$ cat config.mk
export PLATFORM = sky130hd
export DESIGN_NAME = snake_food_manager
export DESIGN_NICKNAME = d
export VERILOG_FILES = /design/src/rtl/snake_food_manager.sv
export SDC_FILE = /design/constraint.sdc
export NUM_CORES = 1
export LEC_CHECK = 0
export BUFFER_PORTS_ARGS = -buffer_cell sky130_fd_sc_hd__buf_2
export CAP_MARGIN = 5
export CORE_MARGIN = 5
export CORE_UTILIZATION = 40
export CTS_CLUSTER_DIAMETER = 80
export DETAILED_ROUTE_END_ITERATION = 10
export GPL_ROUTABILITY_DRIVEN = 0
export SLEW_MARGIN = 10
export SYNTH_ARGS = -nofsm -noshare
export SYNTH_HDL_FRONTEND = slang
export SYNTH_SLANG_ARGS = --single-unit
$ cat constraint.sdc
create_clock -name Clock -period 5.15 [get_ports Clock]
set_input_delay 1.03 -clock Clock [delete_from_list [all_inputs] [get_ports Clock]]
set_output_delay 1.03 -clock Clock [all_outputs]
set_load 0.01 [all_outputs]
$ cat src/rtl/snake_food_manager.sv
// -----------------------------------------------------------------------------
// snake_food_manager
//
// Food subsystem for the Snake game. Keeps up to NUM_FOOD food items on the
// playfield cell grid. Each eaten item is respawned at an LFSR-random free cell
// (not on another food item and not on the snake body, which is asked through
// a query handshake). It also produces the food icon for the pixel being
// scanned.
//
// Ports:
//   Clock           system clock, all state on rising edge
//   Reset           asynchronous, active-low
//   iPixelRow/Col   scan position (11 bits each)
//   iEaten          one-cycle pulse per slot eaten
//   iGameOver       freezes spawning and hides icons
//   oQueryValid     body-occupancy query request
//   oQueryX/Y       candidate cell, zero-extended to 8 bits
//   iQueryReady     body block accepts the query this cycle
//   iQueryHit       candidate occupied (valid when oQueryValid && iQueryReady)
//   oFoodValid      per-slot live flag
//   oFoodLocationX/Y  top-left pixel of slot i at bits [11i+10:11i]
//   oFoodIcon       2'b11 on a food pixel (one cycle after the scan position)
//   oSpawnFail      sticky: a spawn ran out of attempts
//   oBusy           spawn FSM not idle
// -----------------------------------------------------------------------------
module snake_food_manager #(
    parameter int          NUM_FOOD  = 2,
    parameter int          GRID_W    = 64,
    parameter int          GRID_H    = 64,
    parameter int          CELL_BITS = 2,
    parameter int          ORIGIN_X  = 192,
    parameter int          ORIGIN_Y  = 112,
    parameter logic [15:0] SEED      = 16'hACE1,
    parameter int          MAX_TRIES = 8
) (
    input  logic                    Clock,
    input  logic                    Reset,
    input  logic [10:0]             iPixelRow,
    input  logic [10:0]             iPixelCol,
    input  logic [NUM_FOOD-1:0]     iEaten,
    input  logic                    iGameOver,
    output logic                    oQueryValid,
    output logic [7:0]              oQueryX,
    output logic [7:0]              oQueryY,
    input  logic                    iQueryReady,
    input  logic                    iQueryHit,
    output logic [NUM_FOOD-1:0]     oFoodValid,
    output logic [11*NUM_FOOD-1:0]  oFoodLocationX,
    output logic [11*NUM_FOOD-1:0]  oFoodLocationY,
    output logic [1:0]              oFoodIcon,
    output logic                    oSpawnFail,
    output logic                    oBusy
);

    localparam int         TW    = $clog2(MAX_TRIES + 1);
    localparam logic [7:0] XMASK = 8'((1 << $clog2(GRID_W)) - 1);
    localparam logic [7:0] YMASK = 8'((1 << $clog2(GRID_H)) - 1);
    localparam logic [8:0] GW    = 9'(GRID_W);
    localparam logic [8:0] GH    = 9'(GRID_H);
    localparam logic [10:0] OX   = 11'(ORIGIN_X);
    localparam logic [10:0] OY   = 11'(ORIGIN_Y);
    localparam logic [11:0] CELL = 12'(1 << CELL_BITS);

    typedef enum logic [1:0] {IDLE, DRAW, QUERY, COMMIT} state_t;

    state_t                 state, state_nxt;
    logic [15:0]            lfsr;
    logic [NUM_FOOD-1:0]    pending, pending_nxt;
    logic [NUM_FOOD-1:0]    food_valid, valid_nxt;
    logic [10:0]            loc_x [NUM_FOOD];
    logic [10:0]            loc_y [NUM_FOOD];
    logic [1:0]             sel_idx, first_pending;
    logic [NUM_FOOD-1:0]    sel_oh;
    logic [TW-1:0]          tries;
    logic                   tries_last;
    logic                   spawn_fail;
    logic [7:0]             draw_x, draw_y;
    logic [10:0]            draw_px, draw_py;
    logic                   draw_reject;
    logic [7:0]             cand_x, cand_y;
    logic                   retry, give_up, commit;
    logic                   icon_hit;
    logic                   icon_p1;

    // Cell index -> top-left pixel coordinate.
    function automatic logic [10:0] cell_to_px(input logic [7:0] c, input logic [10:0] org);
        return org + (11'(c) << CELL_BITS);
    endfunction

    // True when pixel p lies inside the cell starting at pixel base.
    function automatic logic in_cell(input logic [10:0] p, input logic [10:0] base);
        return ({1'b0, p} >= {1'b0, base}) && ({1'b0, p} < ({1'b0, base} + CELL));
    endfunction

    assign sel_oh     = NUM_FOOD'(1) << sel_idx;
    assign tries_last = (tries == TW'(MAX_TRIES - 1));

    // Lowest-index pending slot, latched when leaving IDLE.
    always_comb begin
        first_pending = '0;
        for (int j = NUM_FOOD - 1; j >= 0; j--) begin
            if (pending[j]) first_pending = 2'(j);
        end
    end

    // Candidate from the current LFSR state; rejected if off-grid or on
    // another live food item.
    always_comb begin
        draw_x      = lfsr[7:0] & XMASK;
        draw_y      = lfsr[15:8] & YMASK;
        draw_px     = cell_to_px(draw_x, OX);
        draw_py     = cell_to_px(draw_y, OY);
        draw_reject = ({1'b0, draw_x} >= GW) || ({1'b0, draw_y} >= GH);
        for (int j = 0; j < NUM_FOOD; j++) begin
            if (!sel_oh[j] && food_valid[j] && loc_x[j] == draw_px && loc_y[j] == draw_py)
                draw_reject = 1'b1;
        end
    end

    always_comb begin
        state_nxt = state;
        retry     = 1'b0;
        case (state)
            IDLE:   if (pending != '0 && !iGameOver) state_nxt = DRAW;
            DRAW:   if (draw_reject) retry = 1'b1;
                    else             state_nxt = QUERY;
            QUERY:  if (iQueryReady) begin
                        if (iQueryHit) retry = 1'b1;
                        else           state_nxt = COMMIT;
                    end
            COMMIT: state_nxt = IDLE;
            default: state_nxt = IDLE;
        endcase
        if (retry) state_nxt = tries_last ? IDLE : DRAW;
        // Game over aborts whatever is in flight; pending bits survive.
        if (iGameOver) begin
            state_nxt = IDLE;
            retry     = 1'b0;
        end
    end

    assign give_up = retry && tries_last;
    assign commit  = (state == COMMIT) && !iGameOver;

    // Eaten pulses only count on live slots; the slot being spawned is
    // invalid, so a pulse on it is naturally ignored.
    always_comb begin
        pending_nxt = pending | (iEaten & food_valid);
        valid_nxt   = food_valid & ~iEaten;
        if (commit || give_up) pending_nxt = pending_nxt & ~sel_oh;
        if (commit)            valid_nxt   = valid_nxt | sel_oh;
    end

    always_comb begin
        icon_hit = 1'b0;
        if (!iGameOver) begin
            for (int j = 0; j < NUM_FOOD; j++) begin
                if (food_valid[j] && in_cell(iPixelCol, loc_x[j]) && in_cell(iPixelRow, loc_y[j]))
                    icon_hit = 1'b1;
            end
        end
    end

    always_ff @(posedge Clock or negedge Reset) begin
        if (!Reset) begin
            state      <= IDLE;
            lfsr       <= SEED;
            pending    <= '1;
            food_valid <= '0;
            spawn_fail <= 1'b0;
            tries      <= '0;
            sel_idx    <= '0;
            icon_p1    <= 1'b0;
            for (int j = 0; j < NUM_FOOD; j++) begin
                loc_x[j] <= '0;
                loc_y[j] <= '0;
            end
        end else begin
            state      <= state_nxt;
            lfsr       <= {lfsr[14:0], lfsr[15] ^ lfsr[13] ^ lfsr[12] ^ lfsr[10]};
            pending    <= pending_nxt;
            food_valid <= valid_nxt;
            if (give_up) spawn_fail <= 1'b1;
            if (state == IDLE) begin
                tries   <= '0;
                sel_idx <= first_pending;
            end else if (retry) begin
                tries <= tries + 1'b1;
            end
            for (int j = 0; j < NUM_FOOD; j++) begin
                if (commit && sel_oh[j]) begin
                    loc_x[j] <= cell_to_px(cand_x, OX);
                    loc_y[j] <= cell_to_px(cand_y, OY);
                end
            end
            // icon stage: scan pixel of previous cycle -> p1
            icon_p1 <= icon_hit;
        end
    end

    // Candidate cell is pure data; it is only meaningful in QUERY/COMMIT,
    // which are always entered from DRAW where it is loaded.
    always_ff @(posedge Clock) begin
        if (state == DRAW) begin
            cand_x <= draw_x;
            cand_y <= draw_y;
        end
    end

    for (genvar g = 0; g < NUM_FOOD; g++) begin : g_loc
        assign oFoodLocationX[11*g +: 11] = loc_x[g];
        assign oFoodLocationY[11*g +: 11] = loc_y[g];
    end

    assign oQueryValid = (state == QUERY);
    assign oQueryX     = cand_x;
    assign oQueryY     = cand_y;
    assign oFoodValid  = food_valid;
    assign oFoodIcon   = {2{icon_p1}};
    assign oSpawnFail  = spawn_fail;
    assign oBusy       = (state != IDLE);

endmodule

### Word level (Yosys, flattened, before mapping)

Cells that the tools add are included.

| operators by class | value |
|---|---|
| magnitude comparators | 10 |
| reductions and logical operators | 29 |
| shift operators | 1 |
| equality and inequality tests | 12 |
| bitwise operators | 10 |
| multiplexer cells | 24 |
| add/sub/neg operators | 9 |

Operator list:

| kind | count |
|---|---|
| adder 11 x 3 -> 12 bit, second input constant | 4 |
| less-than comparator 11 x 12 -> 1 bit | 4 |
| == test 11 x 9 -> 1 bit | 4 |
| >= comparator 11 bit | 4 |
| logical AND 1 bit | 19 |
| adder 7 x 8 -> 9 bit, first input constant | 2 |
| adder 8 x 8 -> 9 bit, first input constant | 2 |
| 2-to-1 mux 2 bit | 8 |
| >= comparator 6 x 7 -> 1 bit, second input constant | 2 |
| 2-to-1 mux 1 bit | 12 |
| inequality test 4 x 3 -> 1 bit, second input constant | 3 |
| 2-to-1 mux 4 bit | 2 |
| one-hot mux 2 bit (4 select lines) | 1 |
| bitwise AND 2 bit | 3 |
| nonzero test 2 bit | 3 |
| adder 4 x 1 -> 4 bit, second input constant | 1 |
| == test 2 bit, second input constant | 2 |
| == test 4 x 3 -> 1 bit, second input constant | 1 |
| inequality test 4 x 2 -> 1 bit, second input constant | 1 |
| NOT 2 bit | 2 |
| OR 2 bit | 2 |
| AND reduction 4 bit | 1 |
| logical NOT 1 bit | 3 |
| XOR 1 bit | 3 |
| other kinds (5) | 6 |

| storage, ports and cells | value |
|---|---|
| word-level logic and storage cells | 109 |
| register bits after elaboration | 86 |
| input bits | 29 |
| output and inout port bits | 67 |

### Depth between registers and ports, before layout

| depth | value |
|---|---|
| depth in word-level cells | 13 |
| depth in mapped cells | 11 |
| gate-level depth less buffers | 11 |

### Least setup slack after synthesis

No wires, ideal clock.

| path | value |
|---|---|
| path kind | reg2reg |
| from | register lfsr[10] |
| to | register tries[3] |
| arrival | 2391 ps |
| required time | 5072 ps |
| clock period less this slack | 2468 ps |
| path buffers | 1 |
| cell stages (with the launch flop) | 11 |
| slack | 2682 ps |
| setup time | 78 ps |
| cells stage by stage | dfstp_2 > buf_6 > inv_1 > ha_1 > xor2_1 > nand4_1 > nor4_1 > a32o_2 > a32oi_4 > or3_1 > a21oi_1 |

| between the ends | value |
|---|---|
| word-level cells in the longest chain between the ends | 9 |
| elaborated cells between the ends (all ways) | 13 |
| classes of those cells | add/sub: 1; order compare: 1; eq/ne: 2; mux: 5; reduce/logical: 4 |

Ends and longest elaborated chain:

| what | RTL line | RTL |
|---|---|---|
| start: declaration | 67 | `logic [15:0] lfsr;` |
| start signal: assignment | 180 | `lfsr <= {lfsr[14:0], lfsr[15] ^ lfsr[13] ^ lfsr[12] ^ lfsr[10]};` |
| adder 7 x 8 -> 9 bit | 87 | `return org + (11'(c) << CELL_BITS);` |
| == test 11 x 9 -> 1 bit | 115 | `if (!sel_oh[j] && food_valid[j] && loc_x[j] == draw_px && loc_y[j] == draw_py)` |
| logical AND 1 bit | 115 |  |
| 2-to-1 mux 1 bit | 115 |  |
| 2-to-1 mux 1 bit (*) | 115 |  |
| 2-to-1 mux 1 bit (*) | 125 | `DRAW: if (draw_reject) retry = 1'b1;` |
| one-hot mux 1 bit (2 select lines) (*) | 123 | `case (state)` |
| 2-to-1 mux 1 bit (*) | 136 | `if (iGameOver) begin` |
| nonzero test 2 bit (no line) (*) | n/a |  |
| end signal: assignment | 188 | `tries <= tries + 1'b1;` |
| end: declaration | 74 | `logic [TW-1:0] tries;` |

Mark *: on every way between the ends. The rest lies on a longest branch, timed or not.
A chain may end at the register's enable or synchronous reset.

### Worst setup path in the final report

| path | value |
|---|---|
| from | register lfsr[10] |
| to | register tries[2] |

The elaborated chain is that of the path after synthesis.

==> qor.yml <==
finish:
  stdcell_area_um2: 5590
  antennaDiodeCount: 0
  areaGrowthSynthToFinish_pct: 13.7
  drive_above_1_share_pct: 19.3
  final_cells: 728
  fin_nets: 679
synthesis:
  syn_area_per_cell_um2: 9.80
  netlist_area_um2: 4920
  synth_cells: 502
  ys_seq_area_share_pct: 36.6
  synth-main-ff-cell: "dfrtp_1"
  synth.distinct_cells: 52
  synth_edf_count: 12
  async_flop_share_pct: 82.6
  ys_seq_elements: 69
  synth_warnings: 0
sta:
  layout_setup_ws_ns: 2.47
  rsz0062_at_grt: "false"
  tightest_slew_ns: 0.935
  setup_viol: 0
  fmax_mhz: 373
  fin_setup_tns_ns: 0
  drv_slew: 0
  skew_ns: 0.00592
  hold_violations: 0
  slew_headroom_pct: 37.5
  min_period_over_period_pct: 52.0
  finalCriticalPeriod_ns: 2.68
pwr:
  p_leak_nw: 2.64
  finalPower_mw: 2.69
  p_per_area_nw_per_um2: 482
  peakVddDrop_uv: 269
clocking:
  cts-root-buf: "clkbuf_16"
  clkTransAtPathRegs_ns: 0.06
  cts.sinks: 69
  ctsHoldBuffers: 0
  cts_buffers: 9
  cts_resized: 0
  post_cts_buffers: 0
  cts_buffer_depth: 2
  clock_latency_ns: 0.33
  cts_tree: "built"
  htreeDepth: 3
detailed_routing:
  ant_nets: 0
  drt-pass1-iter-count: 4
  wl_per_cell_um: 16.6
  dr.first_iter.drc_count: 156
  vias_per_cell: 5.23
  vias: 3806
  totalWireLength_mm: 12.1
  drc: 0
placed_design:
  placed_cells: 712
  place_area_um2: 5330
  pre_cts_ws_ns: 2.45
  port_buffers: 75
  place_hpwl_mm: 9.51
hold_path:
  hp-class: "flip-flop to flip-flop"
grt:
  grt_max_degree: 58
  overflow: 0
  antenna_found_initial: 0
  track_usage_pct: 16.6
  grt_pass1_vias: 3859
  grt_first_pass_wirelength_mm: 19.1
floorplan:
  die-area_um2: 14600
  initial_core_util_pct: 40.9
  rows: 40
  die_x_um: 121
  io-pin-count: 96
  die_h_um: 121
  core_um2: 12000
critical_path:
  path_class: "flip-flop to flip-flop"
  arrival_ns: 2.92
  rrSetupSlack_ns: 2.47
  critPathMaxFanout: 7
  endpoint_kind: "flip-flop"
  start_kind: "flip-flop"
  cp_data_required_time_ns: 5.39
flow_run:
  cap_violations: 0
run_status:
  status: "finished, final reports clean"
## through the flow
stage / utilization, % / hold WS, ns
floorplan: - / 0.333
global placement: 44.4 / 0.337
detailed placement: 44.4 / 0.339
CTS: 46.5 / 0.351
global route: 46.5 / 0.354
finish: 46.5 / 0.348
## state kept, by name, indices dropped and copies added, names as in the netlist
register	flops
oFoodLocationY	14
state	2
lfsr	16
oFoodLocationX	14
pending	2
oSpawnFail	1
oQueryX	6
oQueryY	6
tries	4
oFoodValid	2
icon_p1	1
sel_idx	1
## cells in the mapped netlist (all sizes together), types with 2 or more instances
cell type  number  area share [%]
ha             74              19
buf            26             4.1
xnor2          40             7.1
and3            5            0.64
nor2            8            0.61
a211oi          4            0.71
clkbuf          6            0.51
o31ai           2            0.31
dfstp          10             5.3
nand2          34             2.6
a21o            5            0.81
o21ai          41             4.2
a22oi           2            0.31
o211ai          2            0.31
nor2b           6            0.76
a31oi           4            0.51
xor2           13             2.3
nand3          24             2.4
nand4          10             1.3
or3             3            0.38
a21oi          21             2.1
inv            51             3.9
mux2            6             1.4
a2111oi         2            0.36
nand2b          5            0.64
o21a            4            0.61
dfrtp          47              24
nor3           14             1.7
edfxtp         12             7.3
or4             2            0.31
nor4            4            0.51
## layout by cell type, fill, tap and decap left out, drive strengths merged, types with 5 or more instances in the layout
master / Yosys / final
a21o: 5 / 5
a21oi: 21 / 21
and3: 5 / 5
buf: 26 / 76
clkbuf: 6 / 13
conb: 1 / 20
dfrtp: 47 / 47
dfstp: 10 / 10
edfxtp: 12 / 12
ha: 74 / 74
inv: 51 / 51
mux2: 6 / 6
nand2: 34 / 34
nand2b: 5 / 5
nand3: 24 / 24
nand4: 10 / 10
nor2: 8 / 8
nor2b: 6 / 6
nor3: 14 / 14
o21ai: 41 / 41
xnor2: 40 / 40
xor2: 13 / 13
## cell families after synthesis
family | Yosys count | synth area share (%)
AOI/OAI and AO/OA | 94 | 11.9
xor gates and xnor gates | 54 | 9.90
adders and majority gates | 74 | 18.8
buffers and inverters | 83 | 8.55
DFF | 69 | 36.6
muxes | 7 | 1.58
other | 1 | 0.0762
and+or+nand+nor | 120 | 12.6
## per-layer routing
metal / global-route usage, % / vias to the layer above / wire length [um]
met5: 0 / - / 0
met1: 21.5 / 1825 / 5480
met3: 3.45 / 16 / 646
li1: - / 1867 / -
met2: 28.4 / 98 / 5790
met4: 4.32 / 0 / 142
## critical path: stages, from the launching register on
cell and delay [ns]:
dfstp_2 0.64, inv_1 0.07, ha_1 0.33, xor2_1 0.16
nand4_1 0.09, nor4_1 0.30, a32o_2 0.31, a32oi_4 0.17
or3_1 0.35, a21oi_1 0.16
## path summary, 6_finish.rpt
| path | start | end | cells after the start |
|---|---|---|---|
| max | lfsr[10]$_DFF_PN1_ | tries[2]$_DFFE_PN0P_ | 9 |
| min | lfsr[14]$_DFF_PN0_ | lfsr[15]$_DFF_PN1_ | 0 |
| max reg2reg | lfsr[10]$_DFF_PN1_ | tries[2]$_DFFE_PN0P_ | 9 |
| min reg2reg | lfsr[14]$_DFF_PN0_ | lfsr[15]$_DFF_PN1_ | 0 |
| max in group asynchronous | Reset | oFoodLocationX[4]$_DFFE_PN0P_ | 2 |
| min in group asynchronous | Reset | oFoodLocationY[7]$_DFFE_PN0P_ | 2 |
## power breakdown
group | internal (mW) | switching [mW] | total, mW | leakage, nW
Combinational | 0.536 | 0.626 | 1.16 | 1.67
Clock | 0.335 | 0.216 | 0.551 | 0.129
Sequential | 0.713 | 0.267 | 0.980 | 0.845
Total | 1.58 | 1.11 | 2.69 | 2.64
## cell type report
| cell class | count | area [um2] |
|---|---|---|
| repair buffers | 76 | 383 |
| clock inverters | 3 | 12.5 |
| inverters | 51 | 191 |
| clock buffers | 13 | 250 |
| multi-input cells | 369 | 2770 |
| flip-flops and latches | 69 | 1800 |
| well taps | 147 | 184 |
| fillers | 1147 | 6420 |
(Power assumes the default switching activity.)
